$ cat config.mk
export PLATFORM = sky130hd
export DESIGN_NAME = bmp_stream_loader
export DESIGN_NICKNAME = d
export VERILOG_FILES = /design/src/rtl/bmp_stream_loader.sv
export SDC_FILE = /design/constraint.sdc
export NUM_CORES = 1
export LEC_CHECK = 0
export BUFFER_PORTS_ARGS = -buffer_cell sky130_fd_sc_hd__buf_2
export CORE_UTILIZATION = 49
export DETAILED_ROUTE_END_ITERATION = 10
export GPL_TIMING_DRIVEN = 0
export PLACE_DENSITY = 0.76
export SYNTH_ARGS = -nofsm -noshare
export SYNTH_HDL_FRONTEND = slang
export SYNTH_SLANG_ARGS = --single-unit
$ cat constraint.sdc
create_clock -name clk -period 2.32 [get_ports clk]
set_input_delay 0.348 -clock clk [delete_from_list [all_inputs] [get_ports clk]]
set_output_delay 0.348 -clock clk [all_outputs]
set_load 0.005 [all_outputs]
$ cat src/rtl/bmp_stream_loader.sv
// BMP byte-stream loader: accepts a file over valid/ready, writes it to the byte RAM
// and decodes header fields. Define BMP_HEADER_CHECK_EN to enforce signature and file-size checks.
`ifndef BYTE_WIDTH
`define BYTE_WIDTH 8
`endif
`ifndef BMP_TOTAL_SIZE
`define BMP_TOTAL_SIZE 70
`endif

module bmp_stream_loader #(
  parameter int BYTE_WIDTH = `BYTE_WIDTH,
  parameter int TOTAL_SIZE = `BMP_TOTAL_SIZE,
  parameter int ADDR_WIDTH = $clog2(TOTAL_SIZE)
) (
  input  logic                  clk,
  input  logic                  rst,
  input  logic                  start,
  input  logic                  byte_valid,
  input  logic [BYTE_WIDTH-1:0] byte_data,
  output logic                  byte_ready,
  output logic                  RAM_valid,
  output logic [ADDR_WIDTH-1:0] in_addr,
  output logic [BYTE_WIDTH-1:0] in_data,
  output logic                  busy,
  output logic                  done,
  output logic                  error,
  output logic [31:0]           pix_offset,
  output logic [31:0]           img_width,
  output logic [31:0]           img_height,
  output logic [15:0]           bpp
);

  localparam logic [31:0] HDR_LAST = 32'd53;

  typedef enum logic [2:0] {IDLE, HEADER, BODY, DONE, ERR} state_t;

  state_t      state, state_next;
  logic [31:0] cnt;
  logic        accept;
  logic        hdr_bad;
  logic        last_byte;
  logic        restart;
  logic [7:0]  hb;

  assign byte_ready = (state == HEADER) || (state == BODY);
  assign busy       = byte_ready;
  assign done       = (state == DONE);
  assign accept     = byte_valid && byte_ready;
  assign restart    = (state != HEADER) && (state_next == HEADER);
  assign hb         = byte_data[7:0];

`ifdef BMP_HEADER_CHECK_EN
  logic [31:0] file_size;
  logic [31:0] size_now;

  // At count 5 the low three size bytes are already registered; splice in the top byte.
  assign size_now  = {hb, file_size[23:0]};
  assign hdr_bad   = ((cnt == 32'd0) && (hb != 8'h42)) ||
                     ((cnt == 32'd1) && (hb != 8'h4D)) ||
                     ((cnt == 32'd5) && ((size_now < 32'd54) || (size_now > 32'(TOTAL_SIZE))));
  assign last_byte = (cnt > 32'd5) && (cnt + 32'd1 == file_size);
  assign error     = (state == ERR);
`else
  assign hdr_bad   = 1'b0;
  assign last_byte = (cnt + 32'd1 == 32'(TOTAL_SIZE));
  assign error     = 1'b0;
`endif

  always_ff @(posedge clk) begin
    // NOTE: all sequential state uses non-blocking assignments so every register
    // samples pre-edge values regardless of process evaluation order.
    if (rst) state <= IDLE;
    else     state <= state_next;
  end

  always_comb begin
    // NOTE: default assigned first so no path through the case leaves state_next
    // unassigned, which would otherwise infer a latch.
    state_next = state;
    case (state)
      IDLE:         if (start) state_next = HEADER;
      HEADER, BODY: begin
        if (accept) begin
          if (hdr_bad)                                state_next = ERR;
          else if (last_byte)                         state_next = DONE;
          else if (state == HEADER && cnt == HDR_LAST) state_next = BODY;
        end
      end
      DONE:         state_next = start ? HEADER : IDLE;
      ERR:          if (start) state_next = HEADER;
      default:      state_next = IDLE;
    endcase
  end

  always_ff @(posedge clk) begin
    if (rst) begin
      cnt        <= '0;
      RAM_valid  <= 1'b0;
      in_addr    <= '0;
      in_data    <= '0;
      pix_offset <= '0;
      img_width  <= '0;
      img_height <= '0;
      bpp        <= '0;
`ifdef BMP_HEADER_CHECK_EN
      file_size  <= '0;
`endif
    end else begin
      RAM_valid <= accept;
      if (restart) begin
        cnt        <= '0;
        pix_offset <= '0;
        img_width  <= '0;
        img_height <= '0;
        bpp        <= '0;
`ifdef BMP_HEADER_CHECK_EN
        file_size  <= '0;
`endif
      end else if (accept) begin
        in_addr <= cnt[ADDR_WIDTH-1:0];
        in_data <= byte_data;
        if (cnt != '1) cnt <= cnt + 32'd1;
        // Little-endian header fields, one byte lane per accepted offset.
        case (cnt)
`ifdef BMP_HEADER_CHECK_EN
          32'd2:  file_size[7:0]   <= hb;
          32'd3:  file_size[15:8]  <= hb;
          32'd4:  file_size[23:16] <= hb;
          32'd5:  file_size[31:24] <= hb;
`endif
          32'd10: pix_offset[7:0]   <= hb;
          32'd11: pix_offset[15:8]  <= hb;
          32'd12: pix_offset[23:16] <= hb;
          32'd13: pix_offset[31:24] <= hb;
          32'd18: img_width[7:0]    <= hb;
          32'd19: img_width[15:8]   <= hb;
          32'd20: img_width[23:16]  <= hb;
          32'd21: img_width[31:24]  <= hb;
          32'd22: img_height[7:0]   <= hb;
          32'd23: img_height[15:8]  <= hb;
          32'd24: img_height[23:16] <= hb;
          32'd25: img_height[31:24] <= hb;
          32'd28: bpp[7:0]          <= hb;
          32'd29: bpp[15:8]         <= hb;
          default: ;
        endcase
      end
    end
  end

endmodule

==> results.sh <==
export IMPL_globalplace_congestion=0.898
export IMPL_hold_path_depth=3
export IMPL_ys_seq_area_frac=0.464
export IMPL_status="finished, violations left"
export IMPL_synth_nets=869
export IMPL_fin_crit_ns=2.73
export IMPL_power_density_nw_per_um2=588
export IMPL_setup_viol=102
export IMPL_drtIter0Drc=808
export IMPL_slew_headroom=0.467
export IMPL_rsz0062_at_grt="yes"
export IMPL_areaGrowthSynthToFinish_pct=38.8
export IMPL_reg2reg_from="cnt[3]"
export IMPL_worstMarginPinSlew_ns=0.800
export IMPL_seqCellArea_um2=3290
export IMPL_drt_total_wl_um=23000
export IMPL_reg2reg_slack_ns=-0.41
export IMPL_synth_area_leaders="dfxtp_1, nand2_1, mux2i_1"
export IMPL_first_pass_iters=7
export IMPL_drc_errors=0
export IMPL_grt_pass1_vias=6193
export IMPL_insertion_delay_ns=0.44
export IMPL_synth_edf_count=0
export IMPL_multi_input_area_um2=3920
export IMPL_fin_skew_ns=0.0111
export IMPL_p_leak_nw=4.05
export IMPL_final_cell_mix="nand2_1, dfxtp_1, buf_2"
export IMPL_route_met2_wl_um=10600
export IMPL_ys_warn_count=0
export IMPL_finalHoldViolCount=0
export IMPL_htree_levels=4
export IMPL_wl_met3_um=2290
export IMPL_timing_rr_end="state[1]"
export IMPL_fmax_mhz=366
export IMPL_critical_path_peak_fanout=10
export IMPL_avgRoutedWirePerCell_um=18.2
export IMPL_fin_nets=1094
export IMPL_final_area_um2=9750
export IMPL_ys_flop_type="dfxtp_1"
export IMPL_async_reset_ff_frac=0
export IMPL_start_util=0.504
export IMPL_dieArea_um2=14800
export IMPL_place_area_um2=8060
export IMPL_core_um2=13900
export IMPL_synthCells=852
export IMPL_endpoint_kind="flop"
export IMPL_n_fill_cell=1011
export IMPL_io_pins=144
export IMPL_hpwl_um=13800
export IMPL_drive_gt1_frac=0.340
export IMPL_violations="setup timing"
export IMPL_layout_commonest_cell="nand2_1"
export IMPL_antenna_cells=0
export IMPL_cts_hold_fix_buffers=0
export IMPL_criticalPathCategory="flop to flop"
export IMPL_cts_sinks=163
export IMPL_highest_layer="met4"
export IMPL_cap_viol_max_count=0
export IMPL_grt_overflow_total=0
export IMPL_cts_root_buf="clkbuf_16"
export IMPL_ir_drop_v=0.000680
export IMPL_m1WireLength_um=9260
export IMPL_io_buffers=142
export IMPL_die_width_um=122
export IMPL_antenna_found_initial=0
export IMPL_worstPathRequired_ns=2.69
export IMPL_synth_seq_cells=163
export IMPL_std_cell_rows=43
export IMPL_cp_arrival_ns=3.10
export IMPL_syn_cell_area_um2=7030
export IMPL_hold_start="byte_data[2]"
export IMPL_die_h_um=122
export IMPL_avgViaCountPerCell=5.78
export IMPL_yosysTopAreaCell="dfxtp_1"
export IMPL_vias=7330
export IMPL_synth_avg_cell_area_um2=8.25
export IMPL_fin_crit_sh=1.18
export IMPL_report_final_slew_viol_count=0
export IMPL_total_power_mw=5.73
export IMPL_cts_tree="built"
export IMPL_grt_use_total=0.283
export IMPL_start_kind="flop"
export IMPL_reg2reg_depth=7
export IMPL_grt_max_degree=17
export IMPL_clk_pin_slew_ns=0.07
export IMPL_grt_pass1_wl_um=32500
export IMPL_clockBufferDepth=2
export IMPL_cts_buffers=17
export IMPL_ant_nets=0
export IMPL_hold_end="img_width[18]"
export IMPL_min_path_type="primary input to flop"
export IMPL_yosysUniqueCellTypes=56
export IMPL_yosysTopAreaCellShare=0.464
export IMPL_fin_ws_ns=-0.415
## critical path: stages (launching register included)
cell and delay (ns):
dfxtp_1 0.34, clkbuf_1 0.30, nor2_1 0.59, nand2_1 0.19, a2111oi_2 0.39, o2111ai_1 0.20, or4_4 0.49, a21oi_2 0.15
## synthesized netlist by cell type, types with 2 or more instances
master     instances
nor3b_1            2
a21oi_1           84
buf_1              3
mux2i_1           48
ha_1               5
nand2b_1           2
clkbuf_1          46
o31ai_1            2
buf_2             11
and4_1             8
o2111ai_1          2
buf_6              3
o21a_1             2
a31oi_1            5
and3_1            16
nor4_1             9
buf_4              6
and2_1             4
nand4b_1           2
nand2_1          180
dfxtp_1          163
o21ai_0            5
xnor2_1           19
nor2_1            97
xor2_1            23
nand3_1           31
a311oi_1           3
nor3_1            11
or3_1              5
nand4_1           21
inv_1              6
nor2b_1            4
## area by class of cell
cell class              count  area share
repair buffers            216       0.138
inverters                   6     0.00231
clock buffers              17      0.0436
multi-input cells         614       0.402
plain buffers              59      0.0404
flip-flops and latches    163       0.337
well taps                 180      0.0231
clock inverters            13      0.0131
## registers in the layout, summed over array words and instances, names as in the netlist
name        flops
bpp            16
pix_offset     32
in_data         8
RAM_valid       1
in_addr         7
state           3
img_width      32
img_height     32
cnt            32
## power by group
part           switching, mW  internal [mW]
registers            0.00576           2.80
clock network           1.22           1.48
logic                  0.166         0.0579
total                   1.39           4.34
## worst max path at each step
stage / startpoint / endpoint / cells after the start
3_5_place_dp: state[0] / cnt[6] / 8
5_1_grt: cnt[2] / state[1] / 7
3_3_place_gp: state[1] / cnt[27] / 8
4_1_cts: cnt[6] / state[1] / 9
6_report: cnt[3] / state[1] / 7
2_1_floorplan: cnt[19] / state[0] / 7
## timing repair
action | 4_1_cts | 5_1_grt
cloned | 0 | 1
pin swaps | 15 | 64
endpoints found under the setup margin | 146 | 139
setup buffers | 40 | 36
gates resized for setup | 77 | 103
## stage by stage
stage | std cells | worst slack (ns) | util | TNS [ns] | hold slack, ns
finish | 1268 | -0.415 | 0.700 | -3.98 | 0.228
floorplan | 852 | 0.00167 | - | 0 | 0.448
CTS | 1234 | -0.260 | 0.655 | -0.783 | 0.224
detailed placement | 1174 | -0.488 | 0.578 | -45.41 | 0.440
global placement | 1174 | -0.537 | 0.578 | -42.14 | 0.435
global route | 1268 | -0.458 | 0.700 | -20.15 | 0.229
## routing by layer
| layer | track usage | vias to the layer above |
|---|---|---|
| met1 | 0.388 | 3447 |
| met4 | 0.0965 | 0 |
| met3 | 0.0749 | 105 |
| li1 | - | 3334 |
| met5 | 0 | - |
| met2 | 0.428 | 444 |
## cells by family after synthesis
logic type      synth area share
flops                      0.464
compound gates            0.0901
fa+ha+maj                0.00890
mux                       0.0684
other cells             0.000534
buf+inv                   0.0484
simple gates               0.267
xor+xnor                  0.0524
No activity file was read; power rests on OpenSTA's default activity.
